## config.mk

```make
export PLATFORM = sky130hd
export DESIGN_NAME = shift_sequencer_flat
export DESIGN_NICKNAME = d
export VERILOG_FILES = /design/src/rtl/shift_sequencer_if.sv /design/src/rtl/shift_sequencer.sv /design/src/flat_wrapper.sv
export SDC_FILE = /design/constraint.sdc
export NUM_CORES = 1
export LEC_CHECK = 0
export ABC_AREA = 1
export CORE_UTILIZATION = 58
export CTS_BUF_LIST = sky130_fd_sc_hd__clkbuf_8
export DETAILED_ROUTE_END_ITERATION = 7
export HOLD_SLACK_MARGIN = 0.15
export PLACE_DENSITY = 0.88
export SYNTH_ARGS = -nofsm -noshare
export SYNTH_HDL_FRONTEND = slang
export SYNTH_SLANG_ARGS = --single-unit
```

## constraint.sdc

```tcl
create_clock -name clock -period 7.3 [get_ports clock]
set_clock_uncertainty 0.15 [all_clocks]
set_input_delay 2.19 -clock clock [delete_from_list [all_inputs] [get_ports clock]]
set_output_delay 2.19 -clock clock [all_outputs]
set_load 0.005 [all_outputs]
```

## src/rtl/shift_sequencer_if.sv

```systemverilog
// -----------------------------------------------------------------------------
// shift_sequencer_if
//
// This interface carries the request and response signals of the multi-cycle
// shift/rotate unit. The clock and reset are not part of it; they are plain
// ports on the sequencer.
//
//   start    master -> slave  request; sampled only while the unit is idle
//   op       master -> slave  00 SLL, 01 SRL, 10 SRA, 11 ROTR
//   data_in  master -> slave  32-bit operand
//   shamt    master -> slave  shift amount, 0..31
//   busy     slave -> master  high while an operation is in flight
//   done     slave -> master  one-cycle completion pulse
//   result   slave -> master  last completed result; held between completions
// -----------------------------------------------------------------------------
interface shift_sequencer_if;
    logic        start;
    logic [1:0]  op;
    logic [31:0] data_in;
    logic [4:0]  shamt;
    logic        busy;
    logic        done;
    logic [31:0] result;

    modport master (
        output start,
        output op,
        output data_in,
        output shamt,
        input  busy,
        input  done,
        input  result
    );

    modport slave (
        input  start,
        input  op,
        input  data_in,
        input  shamt,
        output busy,
        output done,
        output result
    );
endinterface

```

## src/rtl/shift_sequencer.sv

```systemverilog
// -----------------------------------------------------------------------------
// shift_sequencer
//
// This is a 32-bit shift/rotate unit for the ALU shift instructions (SLL, SRL,
// SRA) and for the SHA-256 ROTR operations. It does not use a full barrel
// shifter. It contains one single-bit shift stage and applies that stage once
// per clock. An operation with amount shamt completes in cycle shamt+1 after
// start is accepted. The shamt=0 case is a passthrough that completes in
// cycle 1.
//
// Ports:
//   clock   rising-edge clock
//   reset   asynchronous, active-high; discards any operation in flight and
//           clears result
//   bus     slave side of shift_sequencer_if:
//             start/op/data_in/shamt  request; the unit latches these at
//                                     acceptance
//             busy/done/result        registered status and result
// -----------------------------------------------------------------------------
module shift_sequencer (
    input  logic              clock,
    input  logic              reset,
    shift_sequencer_if.slave  bus
);

    typedef enum logic [1:0] {
        IDLE  = 2'b00,
        SHIFT = 2'b01,
        DONE  = 2'b10
    } state_t;

    typedef enum logic [1:0] {
        OP_SLL  = 2'b00,
        OP_SRL  = 2'b01,
        OP_SRA  = 2'b10,
        OP_ROTR = 2'b11
    } op_t;

    state_t      state;
    logic [31:0] work;
    logic [4:0]  count;
    op_t         op_q;

    // This is the single one-bit shift stage. It is shared by all four
    // operations.
    function automatic logic [31:0] step(input op_t o, input logic [31:0] w);
        logic [31:0] r;
        r = w;
        case (o)
            OP_SLL:  r = {w[30:0], 1'b0};
            OP_SRL:  r = {1'b0, w[31:1]};
            OP_SRA:  r = {w[31], w[31:1]};
            OP_ROTR: r = {w[0], w[31:1]};
            default: r = w;
        endcase
        return r;
    endfunction

    logic [31:0] work_next;
    always_comb begin
        work_next = step(op_q, work);
    end

    // busy, done and result are registered here together with the state.
    // Because of this, no input reaches an output in the same cycle.
    always_ff @(posedge clock or posedge reset) begin
        if (reset) begin
            state      <= IDLE;
            work       <= '0;
            count      <= '0;
            op_q       <= OP_SLL;
            bus.result <= '0;
            bus.busy   <= 1'b0;
            bus.done   <= 1'b0;
        end else begin
            case (state)
                IDLE: begin
                    bus.done <= 1'b0;
                    if (bus.start) begin
                        work     <= bus.data_in;
                        count    <= bus.shamt;
                        op_q     <= op_t'(bus.op);
                        bus.busy <= 1'b1;
                        if (bus.shamt == 5'd0) begin
                            // The passthrough case skips SHIFT. result is
                            // loaded on the same edge that enters DONE.
                            state      <= DONE;
                            bus.result <= bus.data_in;
                            bus.done   <= 1'b1;
                        end else begin
                            state <= SHIFT;
                        end
                    end
                end

                SHIFT: begin
                    work  <= work_next;
                    count <= count - 5'd1;
                    if (count == 5'd1) begin
                        // This is the last step. result takes the stepped
                        // value directly, so it is valid while done is high.
                        state      <= DONE;
                        bus.result <= work_next;
                        bus.done   <= 1'b1;
                    end
                end

                DONE: begin
                    // start is ignored here. The unit always returns to IDLE
                    // for one cycle before it can accept another request.
                    state    <= IDLE;
                    bus.done <= 1'b0;
                    bus.busy <= 1'b0;
                end

                default: begin
                    state    <= IDLE;
                    bus.done <= 1'b0;
                    bus.busy <= 1'b0;
                end
            endcase
        end
    end

endmodule

```

## src/flat_wrapper.sv

```systemverilog
// flat-port wrapper written by rule: the top's interface ports become plain ports
module shift_sequencer_flat 
  (clock, reset, bus_start, bus_op, bus_data_in, bus_shamt, bus_busy, bus_done, bus_result);
  shift_sequencer_if bus_i ();
  input  logic clock;
  input  logic reset;
  input wire logic [$bits(bus_i.start)-1:0] bus_start;
  input wire logic [$bits(bus_i.op)-1:0] bus_op;
  input wire logic [$bits(bus_i.data_in)-1:0] bus_data_in;
  input wire logic [$bits(bus_i.shamt)-1:0] bus_shamt;
  output wire logic [$bits(bus_i.busy)-1:0] bus_busy;
  output wire logic [$bits(bus_i.done)-1:0] bus_done;
  output wire logic [$bits(bus_i.result)-1:0] bus_result;
  assign bus_i.start = bus_start;
  assign bus_i.op = bus_op;
  assign bus_i.data_in = bus_data_in;
  assign bus_i.shamt = bus_shamt;
  assign bus_busy = bus_i.busy;
  assign bus_done = bus_i.done;
  assign bus_result = bus_i.result;
  shift_sequencer u_core (.clock(clock), .reset(reset), .bus(bus_i));
endmodule
```

* After elaboration in Yosys (flattened, before gate mapping) *
Index checks and enable logic that the tools add are counted.

operators by class
  add/sub/neg operators = 1
  equality and inequality tests = 8
  mux-type cells = 19
  bitwise operators = 1
  reduce and logical (&&, ||, !) cells = 9

operator list
  operator                                           count
  2-to-1 mux 32 bit                                  4
  one-hot mux 32 bit (2 select lines)                2
  one-hot mux 32 bit (4 select lines)                1
  one-hot mux 5 bit (2 select lines)                 1
  AND reduction 2 bit                                4
  2-to-1 mux 2 bit                                   3
  == test 5 x 1 -> 1 bit (second input constant)     1
  zero test 5 bit                                    1
  2-to-1 mux 5 bit                                   1
  subtractor 5 x 1 -> 5 bit (second input constant)  1
  == test 2 x 1 -> 1 bit (second input constant)     2
  == test 2 bit (second input constant)              2
  zero test 2 bit                                    2
  2-to-1 mux 1 bit                                   4
  != test 2 x 1 -> 1 bit (second input constant)     2
  one-hot mux 1 bit (2 select lines)                 2
  one-hot mux 2 bit (2 select lines)                 1
  AND reduction 4 bit                                1
  != test 2 bit (second input constant)              1
  nonzero test 2 bit                                 1
  inverter 1 bit                                     1

word-level totals
  flip-flop bits (word level) = 75
  input port bits = 42
  output and inout port bits = 34
  word-level logic and storage cells = 45

* Logic depth before layout (Yosys ltp) *
  depth after elaboration = 4
  gate-level depth with buffers = 11
  mapped depth without buffers = 10

* Worst setup path before layout *
OpenSTA, ideal clock, no wires.

  path kind = input-to-reg
  from = input bus_shamt[1]
  to = register u_core.bus.result[0]
  arrival = 2.937 ns
  slack = 4.148 ns
  stages = 8
  buffers on the path = 1
  path through = nor2_1 > nand3_1 > nand2_1 > inv_1 > nor2_8 > buf_8 > nand2_1 > nand2_1

between the ends
  word-level cells in the longest chain between the ends = 3

ends and longest elaborated chain
  element                                  RTL line                  text
  start: declaration                       flat_wrapper.sv:10        input wire logic [$bits(bus_i.shamt)-1:0] bus_shamt;
  zero test 5 bit                          shift_sequencer.sv:84     if (bus.shamt == 5'd0) begin
  != test 2 x 1 -> 1 bit (no source line)  -
  AND reduction 4 bit (no source line)     -
  end signal: assignment                   shift_sequencer.sv:88     bus.result <= bus.data_in;
  end signal: assignment                   shift_sequencer.sv:103    bus.result <= work_next;
  end: declaration                         shift_sequencer_if.sv:42  output result

No other way between the ends.
A chain may end at the register's enable or synchronous reset.

* Worst setup path in the final report *
  from = input bus_start
  to = register u_core.bus.result[30]

between the ends
  word-level cells in the longest chain between the ends = 2

ends and longest elaborated chain
  element                               RTL line           text
  start: declaration                    flat_wrapper.sv:7  input wire logic [$bits(bus_i.start)-1:0] bus_start;
  != test 2 bit (no source line)        -
  AND reduction 4 bit (no source line)  -

No other way between the ends.

==> impl_results.md <==
- Clock Latency Late Sink: ~0.35 ns
- CP top delay family: buffers and inverters
- Post-synthesis async set-or-reset flop share: 100%
- Final setup violation count: 0
- Post-CTS sizing: 0
- CP max-delay cell: clkdlybuf4s50_1
- Antenna diodes: 0
- Critical path cell sequence: clkdlybuf4s50_1, o21ai_2, inv_6, nand2_4, nor2_8, nand2_1, nand2_1
- Remaining routing DRC violations: 0
- Start-to-end type of the worst setup path: input port to flip-flop
- Final ANT Viol Nets: 0
- CP Capture Type: flip-flop
- P_leak: 2.51 nW
- Outcome: finished clean
- Nature of the critical path startpoint: input port
- Initial detailed-routing violation count: roughly 210
- Final net count: 625
- Routed WL: 8.84 mm
- Slowest Stage Delay on Critical Path: 0.49 ns
- Die Height: around 84 um
- Avg Inst Size Synth: 7.44 um^2
- Post-CTS Hold Fix Bufs: 0
- CTS tree: yes
- Sequential fraction of the synthesis area: approximately half
- Ports: 76
- Final worst slack: 3.51 ns
- Pwr Total: 2.29 mW
- Count leader, synth: nand2_1
- Initial Utilization: 60.7%
- Worst hold slack: between 0.3 and 0.4 ns
- Width of the die: about 84 um
- Buffers on Ports: 75
- Pwr/cell area: 478 mW/mm^2
- Hold Fails Final Rpt: 0
- GR Util All Layers: 27.2%
- Vias after detailed routing: 3,479
- Synth Flop Type: dfrtp_1
- Maximum fanout along the worst path: 72
- Yosys top cell area share: about half
- GP Congestion: 0.877
- RSZ-0062 raised after global routing: false
- Num rows: 29
- Setup TNS: 0 ns
- Maximum root-to-sink buffer count: 2
- Slew headroom: 15.6%
- Final period utilization: 52.0%
- Initial antenna violation count: 0
- Max Cap Viol: 0
- Post-place setup slack: 3.15 ns
- Die area: 0.00701 mm^2
- Flops & latches, synth: between 70 and 80
- Post-synthesis cell area: 0.00387 mm^2
- Vias in the first global route: 3,359
- CTS H-tree depth: 3
- Layout area overhead: 23.6%
- Clock root buffer: clkbuf_8
- Share of cells above drive strength 1: 6.50%
- Fin area: 0.00479 mm^2
- Global route overflow: 0
- Wire per inst: 13.4 um
- Worst hold path type: flip-flop to flip-flop
- Placed Area: 0.00454 mm^2
- Syn nets: 565
- Hpwl dp: roughly 5.6 mm
- Synth area leaders: dfrtp_1, nand2_1, o21ai_0
- Peak supply drop: 0.347 mV
- Mapped Cells: 521
- YS warnings: 0
- Largest net degree at the start of global routing: 76
- Core area: 0.00639 mm^2
- First-pass GRT wire length: 15.1 mm
- Top post-synthesis cells by count: nand2_1, dfrtp_1, inv_1, o21ai_0, nand3_1
- Bufs and invs on worst path: 2
- CTS clock-pin slew for the worst setup and hold paths: 0.08 ns
- CP most frequent cell: nand2_1
- Distinct cell type count after synthesis: 26
- Max-slew violations: 0
- Synth area leader: dfrtp_1
- Total CTS buffers: 9
- Num Clock Sinks: 75
- Critical path required time: 7.44 ns
- Post-CTS Setup Inserts: 0
- Via density: 5.26
- Least-Margin Pin Slew: 1.27 ns
- WP data arrival: 3.93 ns
- F_max: 264 MHz
- Post-layout minimum cycle time: 3.79 ns
- Post-synth EDFFs: 0
- DRT Pass-1 Iters: 5
==> layer usage <==
layer | wire (um) | GRT usage [%] | vias up
met2 | 4390 | 45.8 | 132
met3 | 462 | 3.26 | 18
met4 | 220 | 14.5 | 0
li1 | - | - | 1710
met1 | 3770 | 34.3 | 1619
met5 | 0 | 0 | -
==> cell families (layout without fill, tap and decap cells) <==
group           Yosys count  count (layout)  synth area share [%]
flops                    75              75                  48.4
simple gates            326             326                  35.2
xor+xnor                  1               1                 0.226
compound gates           44              44                  5.81
mux                       1               1                 0.291
fa+ha+maj                 2               2                 0.646
buf+inv                  72             136                  9.37
==> layout make-up <==
cell class,count,area (um^2)
clock buffer,11,151
sequential,75,1880
tap,77,96.3
multi-input combinational,374,1630
clock inverter,4,97.6
inverter,45,174
fill,476,1600
timing repair buffer,76,758
==> worst register-to-register path, stage by stage, from the launching register on <==
cell and delay, ns:
dfrtp_1 0.41, nor2_2 0.98, inv_1 0.81, nand2_1 0.20
nand3_1 0.10, nand2_1 0.18, nand2_1 0.06, o21ai_0 0.09
==> stage by stage <==
stage,utilization (%),instances
floorplan,-,521
CTS,75.0,662
detailed placement,71.1,647
finish,75.0,662
global placement,71.1,647
global route,75.0,662
==> layout by cell type, fill, tap and decap left out <==
cell type          n
nand2_2            8
nand2_4            1
a21oi_1            1
nor2_4             2
bufinv_16          3
buf_4              1
nor2_1             7
inv_2              4
mux2_2             1
nand3_1           39
xor2_1             1
inv_6              1
nor2_8             1
ha_1               2
clkbuf_8          11
nand2_1          265
dfrtp_1           75
clkdlybuf4s50_1   75
nand2_8            1
inv_1             40
clkinvlp_4         1
o22ai_1            1
nor2_2             1
nand3_4            1
o21ai_0           41
o21ai_2            1
==> power by group <==
group	switching (mW)	leakage, nW	internal (mW)
registers	0.103	0.930	0.620
clock network	0.155	0.122	0.244
logic	0.723	1.46	0.445
total	0.981	2.51	1.31
==> sequential cells by signal, indices dropped and copies added, names as in the netlist <==
| name | cells |
|---|---|
| u_core.bus.busy | 1 |
| u_core.bus.result | 32 |
| u_core.op_q | 2 |
| u_core.count | 5 |
| u_core.bus.done | 1 |
| u_core.work | 32 |
| u_core.state | 2 |
==> worst paths after layout <==
check	start	endpoint	slack [ns]	depth (start not counted)
hold / removal	u_core.bus.result[11]$_DFFE_PP0P_	u_core.bus.result[11]$_DFFE_PP0P_	0.33	2
max in group asynchronous	reset	u_core.bus.result[2]$_DFFE_PP0P_	4.11	3
setup reg to reg	u_core.op_q[0]$_DFFE_PP0P_	u_core.work[4]$_DFFE_PP0P_	4.25	7
setup / recovery	bus_start	u_core.bus.result[30]$_DFFE_PP0P_	3.51	7
hold reg to reg	u_core.bus.result[11]$_DFFE_PP0P_	u_core.bus.result[11]$_DFFE_PP0P_	0.33	2
min in group asynchronous	reset	u_core.bus.result[13]$_DFFE_PP0P_	2.30	3
(Power assumes the default switching activity.)
